### src/rtl/booth_mul_arbiter_if.sv
// booth_mul_arbiter_if: requester, core and result signals of the shared multiplier arbiter.
// req_lock exists only when MUL_ARB_LOCK_EN is defined.
interface booth_mul_arbiter_if #(
  parameter int N_REQ = 4,
  parameter int DW = 16
);
  logic flush;
  logic [N_REQ-1:0] req_vld;
  logic [N_REQ-1:0] req_rdy;
  logic [N_REQ*DW-1:0] req_a;
  logic [N_REQ*DW-1:0] req_b;
`ifdef MUL_ARB_LOCK_EN
  logic [N_REQ-1:0] req_lock;
`endif
  logic [DW-1:0] mul_a;
  logic [DW-1:0] mul_b;
  logic mul_vld;
  logic [2*DW-1:0] mul_p;
  logic [2*DW-1:0] res_p;
  logic [N_REQ-1:0] res_vld;
  logic busy;
`ifdef MUL_ARB_LOCK_EN
  modport master (output flush, req_vld, req_a, req_b, req_lock, mul_p,
                  input req_rdy, mul_a, mul_b, mul_vld, res_p, res_vld, busy);
  modport slave (input flush, req_vld, req_a, req_b, req_lock, mul_p,
                 output req_rdy, mul_a, mul_b, mul_vld, res_p, res_vld, busy);
`else
  modport master (output flush, req_vld, req_a, req_b, mul_p,
                  input req_rdy, mul_a, mul_b, mul_vld, res_p, res_vld, busy);
  modport slave (input flush, req_vld, req_a, req_b, mul_p,
                 output req_rdy, mul_a, mul_b, mul_vld, res_p, res_vld, busy);
`endif
endinterface

### src/rtl/booth_mul_arbiter.sv
// booth_mul_arbiter: round-robin issue of N_REQ operand streams into one pipelined signed multiplier,
// with a tag pipe routing each product back to its requester. Define MUL_ARB_LOCK_EN for burst lock.
module booth_mul_arbiter #(
  parameter int N_REQ = 4,
  parameter int DW = 16,
  parameter int MUL_LAT = 3
) (
  input logic clk,
  input logic rst_n,
  booth_mul_arbiter_if.slave bus
);
  localparam logic [N_REQ-1:0] lsb = 1;
  logic [2:0] ptr, gi, nxt_ptr;
  logic [N_REQ-1:0] gnt, res_vld;
  logic [DW-1:0] sel_a, sel_b, mul_a, mul_b;
  logic [2*DW-1:0] res_p;
  logic [MUL_LAT:0] tv;
  logic [2:0] ti [MUL_LAT+1];
  logic fire;
`ifdef MUL_ARB_LOCK_EN
  logic lock;
`endif
  function automatic int slot(input logic [2:0] p, input int k);
    return (int'(p) + k) % N_REQ;
  endfunction
  always_comb begin
    gnt = '0;
    gi = '0;
    sel_a = '0;
    sel_b = '0;
`ifdef MUL_ARB_LOCK_EN
    lock = 1'b0;
`endif
    for (int k = 0; k < N_REQ; k++)
      if (gnt == '0 && bus.req_vld[slot(ptr, k)]) begin
        gnt[slot(ptr, k)] = 1'b1;
        gi = 3'(slot(ptr, k));
        sel_a = bus.req_a[slot(ptr, k)*DW +: DW];
        sel_b = bus.req_b[slot(ptr, k)*DW +: DW];
`ifdef MUL_ARB_LOCK_EN
        lock = bus.req_lock[slot(ptr, k)];
`endif
      end
    if (bus.flush || !rst_n) gnt = '0;
  end
  assign fire = |gnt;
  // A locked transfer keeps the grantee at the head of the search order.
`ifdef MUL_ARB_LOCK_EN
  assign nxt_ptr = lock ? gi : (gi == 3'(N_REQ-1) ? 3'd0 : gi + 3'd1);
`else
  assign nxt_ptr = gi == 3'(N_REQ-1) ? 3'd0 : gi + 3'd1;
`endif
  always_ff @(posedge clk or negedge rst_n)
    if (!rst_n) begin
      ptr <= '0;
      tv <= '0;
      for (int k = 0; k <= MUL_LAT; k++) ti[k] <= '0;
      mul_a <= '0;
      mul_b <= '0;
      res_p <= '0;
      res_vld <= '0;
    end else begin
      if (fire) begin
        ptr <= nxt_ptr;
        mul_a <= sel_a;
        mul_b <= sel_b;
      end
      tv <= bus.flush ? '0 : {tv[MUL_LAT-1:0], fire};
      ti[0] <= gi;
      for (int k = 1; k <= MUL_LAT; k++) ti[k] <= ti[k-1];
      // Last tag stage lines up with mul_p; a flush suppresses the result it would deliver.
      res_vld <= (tv[MUL_LAT] && !bus.flush) ? lsb << ti[MUL_LAT] : '0;
      if (tv[MUL_LAT] && !bus.flush) res_p <= bus.mul_p;
    end
  assign bus.req_rdy = gnt;
  assign bus.mul_a = mul_a;
  assign bus.mul_b = mul_b;
  assign bus.mul_vld = tv[0];
  assign bus.res_p = res_p;
  assign bus.res_vld = res_vld;
  assign bus.busy = |tv | |res_vld;
endmodule

### src/flat_wrapper.sv
// flat-port wrapper written by rule: the top's interface ports become plain ports
module booth_mul_arbiter_flat 
#(
  parameter int N_REQ = 4,
  parameter int DW = 16,
  parameter int MUL_LAT = 3
)
  (clk, rst_n, bus_flush, bus_req_vld, bus_req_a, bus_req_b, bus_mul_p, bus_req_rdy, bus_mul_a, bus_mul_b, bus_mul_vld, bus_res_p, bus_res_vld, bus_busy);
  booth_mul_arbiter_if #(.N_REQ(N_REQ), .DW(DW)) bus_i ();
  input logic clk;
  input logic rst_n;
  input wire logic [$bits(bus_i.flush)-1:0] bus_flush;
  input wire logic [$bits(bus_i.req_vld)-1:0] bus_req_vld;
  input wire logic [$bits(bus_i.req_a)-1:0] bus_req_a;
  input wire logic [$bits(bus_i.req_b)-1:0] bus_req_b;
  input wire logic [$bits(bus_i.mul_p)-1:0] bus_mul_p;
  output wire logic [$bits(bus_i.req_rdy)-1:0] bus_req_rdy;
  output wire logic [$bits(bus_i.mul_a)-1:0] bus_mul_a;
  output wire logic [$bits(bus_i.mul_b)-1:0] bus_mul_b;
  output wire logic [$bits(bus_i.mul_vld)-1:0] bus_mul_vld;
  output wire logic [$bits(bus_i.res_p)-1:0] bus_res_p;
  output wire logic [$bits(bus_i.res_vld)-1:0] bus_res_vld;
  output wire logic [$bits(bus_i.busy)-1:0] bus_busy;
  assign bus_i.flush = bus_flush;
  assign bus_i.req_vld = bus_req_vld;
  assign bus_i.req_a = bus_req_a;
  assign bus_i.req_b = bus_req_b;
  assign bus_i.mul_p = bus_mul_p;
  assign bus_req_rdy = bus_i.req_rdy;
  assign bus_mul_a = bus_i.mul_a;
  assign bus_mul_b = bus_i.mul_b;
  assign bus_mul_vld = bus_i.mul_vld;
  assign bus_res_p = bus_i.res_p;
  assign bus_res_vld = bus_i.res_vld;
  assign bus_busy = bus_i.busy;
  booth_mul_arbiter #(.N_REQ(N_REQ), .DW(DW), .MUL_LAT(MUL_LAT)) u_core (.clk(clk), .rst_n(rst_n), .bus(bus_i));
endmodule
### config.mk
export PLATFORM = sky130hd
export DESIGN_NAME = booth_mul_arbiter_flat
export DESIGN_NICKNAME = d
export VERILOG_FILES = /design/src/rtl/booth_mul_arbiter_if.sv /design/src/rtl/booth_mul_arbiter.sv /design/src/flat_wrapper.sv
export SDC_FILE = /design/constraint.sdc
export NUM_CORES = 1
export LEC_CHECK = 0
export BUFFER_PORTS_ARGS = -buffer_cell sky130_fd_sc_hd__buf_2
export CORE_MARGIN = 2
export CORE_UTILIZATION = 50
export CTS_CLUSTER_DIAMETER = 100
export DETAILED_ROUTE_END_ITERATION = 12
export GPL_ROUTABILITY_DRIVEN = 0
export GPL_TIMING_DRIVEN = 0
export PLACE_DENSITY = 0.81
export SKIP_LAST_GASP = 1
export SLEW_MARGIN = 20
export SYNTH_ARGS = -nofsm -noshare
export SYNTH_HDL_FRONTEND = slang
export SYNTH_SLANG_ARGS = --single-unit
### constraint.sdc
create_clock -name clk -period 6.65 [get_ports clk]
set_input_delay 1.995 -clock clk [delete_from_list [all_inputs] [get_ports clk]]
set_output_delay 1.995 -clock clk [all_outputs]
set_load 0.02 [all_outputs]
==> results.rst <==
.. list-table::
   :header-rows: 1

   * - Metric
     - Value
   * - Outcome
     - finished clean
   * - Starting utilization of the core area
     - 50.9%
   * - Slew of the pin with the lowest slew margin
     - 0.932 ns
   * - Max-cap violation count
     - 0
   * - P per Cell Area
     - 554 nW/um2
   * - Slew Viols, Final
     - 0
   * - Iter 0 DRT Violations
     - 575
   * - Endpoint arrival time on the critical path
     - 4.60 ns
   * - Final setup viols
     - 0
   * - Seq cells post-synth
     - 82
   * - Highest-delay cell along the critical path
     - mux4_2
   * - Top cell family by delay on the critical path
     - compound AO/OA/AOI/OAI gates
   * - Height of the chip
     - 125 um
   * - Vias per cell
     - 6.57
   * - Synthesized area
     - 7370 um2
   * - Buffering stage count on the worst path with inverters included
     - 5
   * - Layout cells sized above 1
     - 50.3%
   * - DRC
     - 0
   * - Reg2reg setup slack
     - 1.77 ns
   * - Pin count of the biggest net entering global routing
     - 59
   * - Die area
     - 15700 um2
   * - Maximum number of buffers from clock root to sink
     - 2
   * - Commonest register cell after synthesis
     - dfrtp_1
   * - Total routing usage reported by global routing
     - 30.0%
   * - Layout Area Growth over Synthesis
     - 24.3%
   * - Overall power
     - 5.08 mW
   * - CTS Root Buffer Type
     - clkbuf_16
   * - Leakage
     - 4.08 nW
   * - Area share of the largest cell type after synthesis
     - 35.5%
   * - Proportion of synthesized chip area in sequential cells
     - 27.8%
   * - Number of iterations in the first detailed-routing pass
     - 5
   * - Number of nets in the synthesized netlist
     - 799
   * - Number of antenna diodes
     - 0
   * - Final hold violation count
     - 0
   * - Class of the tightest hold or removal check
     - flop to flop
   * - Number of distinct library cells after synthesis
     - 48
   * - Critical path start-end classification
     - primary input to primary output
   * - Cells traversed along the worst timing path
     - buf_2, mux4_2, a21bo_1, buf_4, o211a_1, buf_6, and2_4, buf_6, a222oi_1, nand3_1, a21oi_1, buf_2
   * - Final layout net count
     - 1050
   * - TritonCTS Buffers
     - 9
   * - Highest Clock Rate
     - 0.152 GHz
   * - Post-synth ARST share
     - 100%
   * - Number of buffers inserted for hold repair after clock tree synthesis
     - 0
   * - Critical Path RT
     - 4.66 ns
   * - Commonest cells post-synth
     - mux4_2 (116), dfrtp_1 (82), nand2_1 (60), nand3_1 (51), clkbuf_1 (37)
   * - H-tree lvl count
     - 3
   * - Wire length of the first global-routing pass
     - 37100 um
   * - Maximum ir drop on the vdd rail
     - 276 uV
   * - Synthesis Warnings
     - 0
   * - Vias in the first global route
     - 6945
   * - Number of enable flip-flop cells after synthesis
     - 0
   * - Clock tree from TritonCTS
     - yes
   * - Delay of the slowest cell on the worst path
     - 0.49 ns
   * - Total routed wirelength
     - 23600 um
   * - Area of the core region
     - 14500 um2
   * - Clock sink total
     - 82
   * - Avg Synthesized Cell Area
     - 11.8 um2
   * - Number of instances in the synthesized netlist
     - 623
   * - Setup WS post-layout
     - 0.0517 ns
   * - Total congestion overflow after global routing
     - 0
   * - Worst Hold Slack
     - 0.350 ns
   * - Number of buffers inserted by port buffering
     - 240
   * - Library cell with the largest summed area after synthesis
     - mux4_2
   * - Biggest fanout along the worst timing path
     - 10
   * - Post-DRT Antenna Nets
     - 0
   * - Library cell with the highest instance count after synthesis
     - mux4_2
   * - Clock slew at reported path FFs
     - 0.06 ns
   * - Worst slack at placement
     - -1.00 ns
   * - Clock Latency Late Sink
     - 0.35 ns
   * - Initial antenna violation count
     - 0
   * - Layout Utilization
     - 63.2%
   * - Top post-synthesis cells by area
     - mux4_2 (35%), dfrtp_1 (28%), mux2_2 (5.2%), nand3_1 (3.5%), o211ai_1 (3.3%)
   * - Type of destination of the critical path
     - primary output
   * - Die Wd
     - 125 um
   * - I/O pins
     - 241
   * - Critical Path Source Type
     - primary input
   * - Final HPWL DP
     - 17600 um
   * - Num rows
     - 44
   * - Routed via count
     - 6988
   * - Final worst path period need
     - 6.60 ns
   * - Part of the cycle the worst path needs
     - 99.2%
   * - Worst slew margin
     - 37.9%
   * - Max Clock Skew
     - 0.0110 ns
   * - Routed WL per cell
     - 22.2 um
==> worst register-to-register path, cell delays in order, from the launching register on <==
cell and delay, ns:
dfrtp_2 0.48, buf_4 0.25, buf_8 0.30, inv_1 0.18
ha_1 0.31, clkbuf_1 0.27, mux4_2 0.42, a21bo_1 0.21
buf_4 0.19, o211a_1 0.17, buf_6 0.14, a31oi_2 0.11
nand2_1 0.28, clkbuf_1 0.46, nand2_1 0.10, a21oi_1 0.25
ha_1 0.22, nor2_1 0.04, o21ai_0 0.08, nor3_1 0.06
a211o_1 0.26
==> registers in the layout, summed over array words and instances (netlist names) <==
register	count
u_core.ti	8
u_core.bus.mul_b	16
u_core.bus.res_p	32
u_core.tv	4
u_core.bus.res_vld	4
u_core.ptr	2
u_core.bus.mul_a	16
==> final timing paths <==
path / startpoint / to / cells after the start
worst max register to register: u_core.ptr[0] / u_core.ptr[0] / 20
worst min register to register: u_core.ti[4] / u_core.ti[1] / 0
worst max-delay path: bus_req_vld[3] / bus_req_rdy[1] / 12
worst min-delay path: u_core.ti[4] / u_core.ti[1] / 0
min in group asynchronous: rst_n / u_core.bus.mul_b[12] / 1
max in group asynchronous: rst_n / u_core.bus.res_p[23] / 2
==> metrics by stage <==
step / TNS (ns) / cells / area [um2]
after CTS: 0 / 1062 / 9120
after detailed placement: -3.94 / 1048 / 8830
final: 0 / 1063 / 9160
after global placement: -3.53 / 1047 / 8800
after global routing: -0.00125 / 1063 / 9160
after floorplan: 0 / 623 / 7370
==> logic make-up after synthesis <==
| group | after synthesis | synth area share (%) |
|---|---|---|
| AOI/OAI and AO/OA | 119 | 11.6 |
| adders and majority gates | 9 | 1.53 |
| buffers and inverters | 77 | 4.77 |
| DFF | 82 | 27.8 |
| muxes | 168 | 43.1 |
| and+or+nand+nor | 168 | 11.2 |
==> cell type report <==
cell class | instances | area, um2
multi-input cells | 464 | 4970
clock buffers | 9 | 225
flip-flops and latches | 82 | 2050
fillers | 1158 | 5320
inverters | 11 | 41.3
plain buffers | 64 | 330
repair buffers | 242 | 1250
well taps | 184 | 230
clock inverters | 7 | 58.8
==> layer usage <==
metal / track usage [%] / wire, um / vias up
met5: 0 / 0 / -
met4: 11.8 / 631 / 0
met3: 3.47 / 2160 / 59
met2: 51.1 / 11700 / 484
met1: 39.6 / 9080 / 3433
li1: - / - / 3012
==> report_power, final <==
group	leakage [nW]	internal (mW)	switching, mW
sequential	1.02	0.724	0.124
combinational	2.93	1.66	2.08
clock	0.139	0.261	0.234
total	4.08	2.64	2.43
==> cells in the final DEF (no fill, tap or decap), drive strengths merged, types with 4 or more instances in the layout <==
cell | Yosys | routed
a31oi | 27 | 27
mux2i | 18 | 18
inv | 11 | 16
nand2 | 60 | 60
nor2 | 6 | 6
nand3 | 51 | 51
o22a | 8 | 8
dfrtp | 82 | 82
a22o | 8 | 8
a21oi | 21 | 21
o211ai | 32 | 32
ha | 9 | 9
clkbuf | 37 | 46
a211oi | 4 | 4
nor2b | 29 | 29
nor4 | 9 | 9
mux4 | 116 | 116
o21ai | 5 | 5
mux2 | 34 | 34
buf | 29 | 269
==> what timing repair did <==
item | 4_1_cts | 5_1_grt
resized for setup | 4 | 16
pin swaps | 0 | 4
buffers inserted | 0 | 1
setup endpoints to repair | 4 | 4
gates cloned | 0 | 0
endpoints found under the hold margin | 0 | 0
Power figures use the tool's default switching activity.
